## config.mk

```make
export PLATFORM = sky130hd
export DESIGN_NAME = pc_sequencer
export DESIGN_NICKNAME = d
export VERILOG_FILES = /design/src/rtl/pc_pkg.sv /design/src/rtl/pc_ret_stack.sv /design/src/rtl/pc_sequencer.sv
export SDC_FILE = /design/constraint.sdc
export NUM_CORES = 1
export LEC_CHECK = 0
export ABC_AREA = 1
export CAP_MARGIN = 20
export CORE_ASPECT_RATIO = 1.2
export CORE_MARGIN = 2
export CORE_UTILIZATION = 52
export DETAILED_ROUTE_END_ITERATION = 16
export GPL_ROUTABILITY_DRIVEN = 0
export PLACE_DENSITY = 0.76
export SYNTH_ARGS = -nofsm -noshare
export SYNTH_HDL_FRONTEND = slang
export SYNTH_SLANG_ARGS = --single-unit
```

## constraint.sdc

```tcl
create_clock -name clk -period 2.27 [get_ports clk]
set_input_delay 0.3405 -clock clk [delete_from_list [all_inputs] [get_ports clk]]
set_output_delay 0.3405 -clock clk [all_outputs]
set_load 0.01 [all_outputs]
```

## src/rtl/pc_pkg.sv

```systemverilog
`default_nettype none
// +------------------------------------------------------------------+
// | pc_pkg: shared types for the fetch sequencer                      |
// | Rev 1.0                                                           |
// +------------------------------------------------------------------+
package pc_pkg;

  typedef enum logic [0:0] {
    PC_RUN    = 1'b0,
    PC_HALTED = 1'b1
  } pc_state_e;

  typedef enum logic [1:0] {
    NPC_SEQ = 2'd0,
    NPC_ABS = 2'd1,
    NPC_REL = 2'd2,
    NPC_RET = 2'd3
  } npc_sel_e;

endpackage
`default_nettype wire

```

## src/rtl/pc_ret_stack.sv

```systemverilog
`default_nettype none
// +------------------------------------------------------------------+
// | pc_ret_stack: hardware return-address stack (array + pointer)    |
// | Rev 1.0                                                           |
// +------------------------------------------------------------------+
module pc_ret_stack #(
  parameter int D           = 12,
  parameter int STACK_DEPTH = 4
) (
  input  logic         clk,
  input  logic         reset,
  input  logic         push,
  input  logic         pop,
  input  logic [D-1:0] push_data,
  output logic [D-1:0] top,
  output logic         full,
  output logic         empty
);

  localparam int              c_PW    = $clog2(STACK_DEPTH + 1);
  localparam int              c_IW    = (STACK_DEPTH > 1) ? $clog2(STACK_DEPTH) : 1;
  localparam logic [c_PW-1:0] c_DEPTH = c_PW'(STACK_DEPTH);
  localparam logic [c_PW-1:0] c_ONE   = c_PW'(1);

  logic [D-1:0]    mem_q [STACK_DEPTH];
  logic [c_PW-1:0] ptr_q, ptr_d;
  logic [c_PW-1:0] w_top_ptr;
  logic            w_push, w_pop;

  assign full      = (ptr_q == c_DEPTH);
  assign empty     = (ptr_q == '0);
  assign w_push    = push & ~full;
  assign w_pop     = pop & ~empty & ~push;
  assign w_top_ptr = ptr_q - c_ONE;
  assign top       = empty ? '0 : mem_q[w_top_ptr[c_IW-1:0]];

  always_comb begin
    ptr_d = ptr_q;
    if (w_push) begin
      ptr_d = ptr_q + c_ONE;
    end else if (w_pop) begin
      ptr_d = ptr_q - c_ONE;
    end
  end

  always_ff @(posedge clk) begin
    if (reset) begin
      ptr_q <= '0;
    end else begin
      ptr_q <= ptr_d;
    end
  end

  // Storage needs no reset: entries are only read below the pointer.
  always_ff @(posedge clk) begin
    if (w_push) begin
      mem_q[ptr_q[c_IW-1:0]] <= push_data;
    end
  end

endmodule
`default_nettype wire

```

## src/rtl/pc_sequencer.sv

```systemverilog
`default_nettype none
// +------------------------------------------------------------------+
// | pc_sequencer: multi-cycle PC / fetch sequencer with return stack |
// | Rev 1.0                                                           |
// +------------------------------------------------------------------+
module pc_sequencer
  import pc_pkg::*;
#(
  parameter int           D           = 12,
  parameter int           CYCLES      = 5,
  parameter int           STACK_DEPTH = 4,
  parameter logic [D-1:0] RESET_VEC   = '0
) (
  input  logic                      clk,
  input  logic                      reset,
  input  logic                      stall,
  input  logic                      branch_en,
  input  logic                      branch_rel,
  input  logic                      call_en,
  input  logic                      ret_en,
  input  logic                      halt_req,
  input  logic [D-1:0]              target,
  output logic [D-1:0]              prog_ctr,
  output logic [$clog2(CYCLES)-1:0] phase,
  output logic                      instr_done,
  output logic                      halted,
  output logic                      stack_err
);

  localparam int               c_PHW        = $clog2(CYCLES);
  localparam logic [c_PHW-1:0] c_LAST_PHASE = c_PHW'(CYCLES - 1);

  pc_state_e        state_q, state_d;
  logic [c_PHW-1:0] phase_q, phase_d;
  logic [D-1:0]     pc_q, pc_d;
  logic             done_q, done_d;
  logic             err_q, err_d;

  npc_sel_e         w_sel;
  logic             w_retire;
  logic             w_push, w_pop, w_err_set;
  logic [D-1:0]     w_seq_pc, w_npc, w_stack_top;
  logic             w_stack_full, w_stack_empty;

  assign w_retire = (state_q == PC_RUN) & ~stall & (phase_q == c_LAST_PHASE);
  assign w_seq_pc = pc_q + D'(1);

  pc_ret_stack #(
    .D           (D),
    .STACK_DEPTH (STACK_DEPTH)
  ) u_ret_stack (
    .clk       (clk),
    .reset     (reset),
    .push      (w_push),
    .pop       (w_pop),
    .push_data (w_seq_pc),
    .top       (w_stack_top),
    .full      (w_stack_full),
    .empty     (w_stack_empty)
  );

  // Priority ret > call > branch; a blocked ret/call falls through to sequential.
  always_comb begin
    w_sel     = NPC_SEQ;
    w_push    = 1'b0;
    w_pop     = 1'b0;
    w_err_set = 1'b0;
    if (w_retire) begin
      if (ret_en) begin
        if (!w_stack_empty) begin
          w_pop = 1'b1;
          w_sel = NPC_RET;
        end else begin
          w_err_set = 1'b1;
        end
      end else if (call_en) begin
        if (!w_stack_full) begin
          w_push = 1'b1;
          w_sel  = branch_rel ? NPC_REL : NPC_ABS;
        end else begin
          w_err_set = 1'b1;
        end
      end else if (branch_en) begin
        w_sel = branch_rel ? NPC_REL : NPC_ABS;
      end
    end
  end

  always_comb begin
    case (w_sel)
      NPC_ABS: w_npc = target;
      NPC_REL: w_npc = pc_q + target;
      NPC_RET: w_npc = w_stack_top;
      default: w_npc = w_seq_pc;
    endcase
  end

  always_ff @(posedge clk) begin
    if (reset) begin
      state_q <= PC_RUN;
    end else begin
      state_q <= state_d;
    end
  end

  always_comb begin
    state_d = state_q;
    if (w_retire && halt_req) begin
      state_d = PC_HALTED;
    end
  end

  always_comb begin
    halted = (state_q == PC_HALTED);
  end

  always_comb begin
    phase_d = phase_q;
    if (state_q == PC_RUN && !stall) begin
      phase_d = w_retire ? '0 : phase_q + c_PHW'(1);
    end
  end

  assign pc_d = w_retire ? w_npc : pc_q;
  // A halting retirement lands directly in HALTED, where no pulse is allowed.
  assign done_d = w_retire & ~halt_req;
  assign err_d  = err_q | w_err_set;

  always_ff @(posedge clk) begin
    if (reset) begin
      phase_q <= '0;
      pc_q    <= RESET_VEC;
      done_q  <= 1'b0;
      err_q   <= 1'b0;
    end else begin
      phase_q <= phase_d;
      pc_q    <= pc_d;
      done_q  <= done_d;
      err_q   <= err_d;
    end
  end

  assign prog_ctr   = pc_q;
  assign phase      = phase_q;
  assign instr_done = done_q;
  assign stack_err  = err_q;

endmodule
`default_nettype wire

```

# [After elaboration in Yosys (flattened, before gate mapping)]
# Memory sizes are Yosys's and may differ from the RTL's.
# Cells that the tools add are included.
[totals] register_bits=21 latch_bits=0 mem_bits_rw=48 rom_bits=0 inputBits=20 out_inout_bits=18 n_memories=1
[classes] n_addsub=5 multipliers=0 n_div=0 magnitude_cmp=0 eq_ne=5 n_shift=0 mux=26 bitwise_logic=13 n_reduce_logical=5
[memory_table] memory="u_ret_stack.mem_q" words=4 word_bits=12 rd=1 rd_ports_with_merged_regs=0 write_ports=1 line_no="pc_ret_stack.sv:25" text="logic [D-1:0] mem_q [STACK_DEPTH];"
[ops] operator="one-hot mux 12 bit (3 select lines)" count=1
[ops] operator="two-way mux 1 bit" count=14
[ops] operator="two-way mux 2 bit" count=7
[ops] operator="adder 12 x 1 -> 12 bit, second input constant" count=1
[ops] operator="adder 12 bit" count=1
[ops] operator="two-way mux 12 bit" count=1
[ops] operator="two-way mux 3 bit" count=3
[ops] operator="adder 3 x 1 -> 3 bit, second input constant" count=2
[ops] operator="AND 1 bit" count=6
[ops] operator="== test 3 bit, second input constant" count=2
[ops] operator="inverter 1 bit" count=6
[ops] operator="== test 2 bit, second input constant" count=2
[ops] operator="zero test 3 bit" count=1
[ops] operator="subtractor 3 x 1 -> 3 bit, second input constant" count=1
[ops] operator="== test 2 x 1 -> 1 bit, second input constant" count=1
[ops] operator="logical AND 1 bit" count=2
[ops] operator="nonzero test 2 bit" count=1
[ops] operator="zero test 1 bit" count=1
[ops] operator="bitwise OR 1 bit" count=1

# [Longest topological paths before layout]
[logic_depth] ltp_word=9 mapped_depth=16

# [By module]
# Synthesis repeated with hierarchy kept, for this count alone.
[unflattened] cells_unflattened=543 hier_area_um2=4187.8
[modules_own_cells] mod="pc_ret_stack" n_inst=1 cells_each=198 area_per_inst_um2=2184.6 seq_area_each_um2=1501.4
[modules_own_cells] mod="pc_sequencer" n_inst=1 cells_each=345 area_per_inst_um2=2003.2 seq_area_each_um2=360.3

# [Worst setup path after synthesis]
# Ideal clock, no wire load.
[synth_timing] kind="register to register" startpoint="register u_ret_stack.ptr_q[0]" endpoint="memory u_ret_stack.mem_q[1][0], enable pin" arrival_time_ns=1.828 slack_ns=0.061 path_stages_with_launch=8 synth_period_minus_slack_ns=2.209 cell_sequence="dfxtp_1 > buf_2 > inv_1 > buf_2 > ha_1 > nand2_2 > nand4_2 > nor2_1"
[synth_between] elab_chain_len=8 word_cells_on_any_way=9
[synth_rtl] item="start, declared" line_no="pc_ret_stack.sv:26" text="logic [c_PW-1:0] ptr_q, ptr_d;"
[synth_rtl] item="start signal, assigned" line_no="pc_ret_stack.sv:50" text="ptr_q <= ptr_d;"
[synth_rtl] item="== test 3 bit" line_no="pc_ret_stack.sv:30" text="assign full = (ptr_q == c_DEPTH);"
[synth_rtl] item="two-way mux 1 bit" line_no="pc_sequencer.sv:77" text="if (!w_stack_full) begin"
[synth_rtl] item="two-way mux 1 bit" line_no="pc_sequencer.sv:76" text="end else if (call_en) begin"
[synth_rtl] item="two-way mux 1 bit" line_no="pc_sequencer.sv:69" text="if (ret_en) begin"
[synth_rtl] item="two-way mux 1 bit" line_no="pc_sequencer.sv:68" text="if (w_retire) begin"
[synth_rtl] item="AND 1 bit" line_no="pc_ret_stack.sv:32" text="assign w_push = push & ~full;"
[synth_rtl] item="two-way mux 1 bit" line_no="pc_ret_stack.sv:56" text="if (w_push) begin"
[synth_rtl] item="two-way mux 1 bit (not written as such)" line_no="pc_ret_stack.sv:57" text="mem_q[ptr_q[c_IW-1:0]] <= push_data;"
[synth_rtl] item="end, declared" line_no="pc_ret_stack.sv:25"
# Parallel ways exist; a longest one is shown, timed or not.

# [Worst setup path in the final report]
[layout_timing] startpoint="register u_ret_stack.ptr_q[1]" endpoint="register pc_q[0] (netlist: prog_ctr[0])"
[layout_between] elab_chain_len=7 word_cells_on_any_way=14
[layout_rtl] item="branches (longest 6 deep; another with memory read (4 x 12 bit))"
[layout_rtl] item="one-hot mux 12 bit (3 select lines) *" line_no="pc_sequencer.sv:90" text="case (w_sel)"
[layout_rtl] item="end signal, assigned" line_no="pc_sequencer.sv:137" text="pc_q <= pc_d;"
[layout_rtl] item="end, declared" line_no="pc_sequencer.sv:35" text="logic [D-1:0] pc_q, pc_d;"
# Every way passes the cells marked *.
# A chain may end at the register's enable or synchronous reset.

==> results.tsv <==
stage	metric	value	unit
outcome	outcome	finished, final reports clean	
routing	final wirelength	9690	µm
clock_network	CTS tree	built	
die	die width	83.9	µm
synthesis	Mapped Area	0.00399	mm²
clock_network	CTS root buf	clkbuf_8	
critical_path	CP peak stage delay	0.36	ns
synthesis	Seq/Total Area, Yosys	46.7	%
routing	Post-route DRC	0	
critical_path	Req. time, crit path	2.55	ns
timing	Slew Limit Fails	0	
timing	Worst-Margin Slew	0.877	ns
final_layout	Inserted Diodes	0	
synthesis	async set or reset register ratio after synthesis	0	%
clock_network	post-CTS setup buffers	0	
critical_path	Largest delay share family, worst path	simple AND/OR/NAND/NOR gates	
critical_path	Most common cell on crit path	nor2_1	
synthesis	most numerous cell in the Yosys netlist	nand2_1	
die	Cell Rows	35	
clock_network	clock-pin slew on the worst setup and hold paths	0.08	ns
synthesis	syn avg cell area	7.96	µm²
timing	unrepaired setup endpoints after global routing	no	
critical_path	Worst EP arrival	2.35	ns
grt	initial antenna violation count	0	
routing	DR vias	3434	
power	Power Total	0.00246	W
clock_network	total CTS buffers	9	
critical_path	element type at the critical path end	flop	
clock_network	H-tree levels	3	
min_path	worst hold-check path type	flop to flop	
power	Max VDD drop	0.300	mV
power	pwr dens	527	mW/mm²
run	max-cap violations	0	
critical_path	critical path buffer and inverter count	2	
clock_network	Post-CTS Hold Fix Bufs	0	
critical_path	CP Class	flop to flop	
die	io pins	38	
final_layout	share of cells above drive strength 1	6.88	%
grt	wire length of the first global-routing pass	15700	µm
power	Pleak	1.94	nW
grt	GRT Resource Usage Total	24.0	%
timing	Final Setup Violations	0	
synthesis	EDFF count, synth	48	
min_path	HP Start	stack_err$_SDFF_PP0_	
die	die area	0.00839	mm²
synthesis	ranking of synthesized cells by area	edfxtp_1 36%, nand2_1 13%, dfxtp_1 11%, nor2_1 8.1%, ha_1 6.0%	
grt	grt total ovfl	0	
synthesis	Synth top area share	36.1	%
grt	M3 GR Usage	3.70	%
timing	Final Skew	0.00906	ns
timing	Fin. Hold Viols	0	
critical_path	worst path cell trace	inv_1 > ha_1 > nand2_2 > nor2_1 > nor2_1 > nand3_2 > inv_1 > nand2_1 > nand3_1 > nor2_1 > nor2_1	
critical_path	reg2reg start	u_ret_stack.ptr_q[1]$_SDFFE_PP0P_	
routing	Routed WL per cell	15.0	µm
critical_path	Worst path slowest cell	dfxtp_1	
grt	largest net degree at the start of global routing	30	
clock_network	clk sinks	69	
routing	post-DR vias/cell	5.33	
die	Initial Utilization	52.6	%
grt	number of global-route vias before repair	3316	
critical_path	critical path launch point	u_ret_stack.ptr_q[1]$_SDFFE_PP0P_	
synthesis	Synth area leader	edfxtp_1	
clock_network	Clock Tree Buf Depth	2	
routing	ANT nets after route	0	
synthesis	dominant synthesized flop cell	edfxtp_1	
timing	Tcrit/Tclk final	91.5	%
grt	GRT met1 Usage	30.3	%
synthesis	number of synthesized register bits	69	
synthesis	Commonest cells post-synth	136 x nand2_1, 86 x nor2_1, 48 x edfxtp_1, 48 x inv_1, 35 x o21ai_0	
placement	Detail Placement HPWL	7140	µm
final_layout	fin util	61.7	%
timing	worst relative slew slack	41.3	%
die	CORE AREA	0.00758	mm²
grt	Top Usage Layer GRT	met2	
clock_network	post-CTS sizing	0	
synthesis	Ys Warns	0	
final_layout	Final nets	587	
synthesis	net count after synthesis	541	
timing	Final Critical Period	2.08	ns
timing	setup TNS	0	ns
synthesis	Cells after Synth	501	
placement	port buffer count	37	
synthesis	synth unique cells	33	
critical_path	CP Max Fanout	11	
grt	GR met2 Demand/Resource	40.4	%
timing	Worst Hold Slack	0.484	ns
critical_path	CP startpoint kind	flop	
final_layout	synthesis-to-finish area growth	17.2	%
routing	initial drt markers	281	
die	Die Ht	99.9	µm
timing	maximum clock rate	481	MHz
clock_network	Worst-Skew Late Latency	0.34	ns
routing	Pre-antenna DRT Iters	5	
==> layout by cell type (no fill, tap or decap), types with 6 or more instances in the layout <==
cell type,count
inv_1,48
xor2_1,6
o22ai_1,6
nand4_1,11
ha_1,19
edfxtp_1,48
nand2_1,136
a21oi_1,11
o21ai_0,35
clkbuf_8,9
clkdlybuf4s50_1,37
nand3_1,28
buf_4,11
nor2_1,86
dfxtp_1,21
==> logic make-up (layout without fill, tap and decap cells) <==
kind of cell,count (synthesis),in the layout,synth area share [%]
fa+ha+maj,20,20,6.46
xor+xnor,11,11,2.42
flops,69,69,46.7
buf+inv,65,116,6.84
simple gates,277,277,29.8
compound gates,59,59,7.81
==> power breakdown <==
group | switching (W) | total, W | internal [W]
clock | 0.000478 | 0.000991 | 0.000513
combinational | 0.0000709 | 0.000135 | 0.0000644
sequential | 0.00000443 | 0.00134 | 0.00133
total | 0.000553 | 0.00246 | 0.00191
==> area by class of cell <==
cell class	count	area, µm²
Clock inverter	7	72.6
Inverter	52	195
Timing Repair Buffer	48	453
Clock buffer	9	124
Tap cell	92	115
Fill cell	654	2900
Sequential cell	69	1860
Multi-Input combinational cell	367	1850
==> worst paths after layout <==
check	end	slack (ns)	cells past startpoint
worst max register to register	prog_ctr[0]$_SDFFE_PP0N_	0.19	11
worst max-delay path	prog_ctr[0]$_SDFFE_PP0N_	0.19	11
worst min-delay path	stack_err$_SDFF_PP0_	0.48	1
worst min register to register	stack_err$_SDFF_PP0_	0.48	1
==> stage by stage <==
step	worst slack, ns	cells	cell area, µm²
2_1_floorplan	0.0612	501	3990
3_3_place_gp	0.0675	628	4480
3_5_place_dp	0.0374	628	4480
4_1_cts	0.196	644	4670
5_1_grt	0.0334	644	4670
6_report	0.192	644	4670
==> flip-flops by register name, summed over array words and instances, names as in the netlist <==
name / count
stack_err: 1
prog_ctr: 12
u_ret_stack.mem_q: 48
halted: 1
phase: 3
instr_done: 1
u_ret_stack.ptr_q: 3
==> per-layer routing <==
metal  routed length, µm  vias up
met3                 364       32
met1                4150     1552
met4                 416        0
li1                    -     1738
met2                4760      112
met5                   0        -
(Power assumes the default switching activity.)
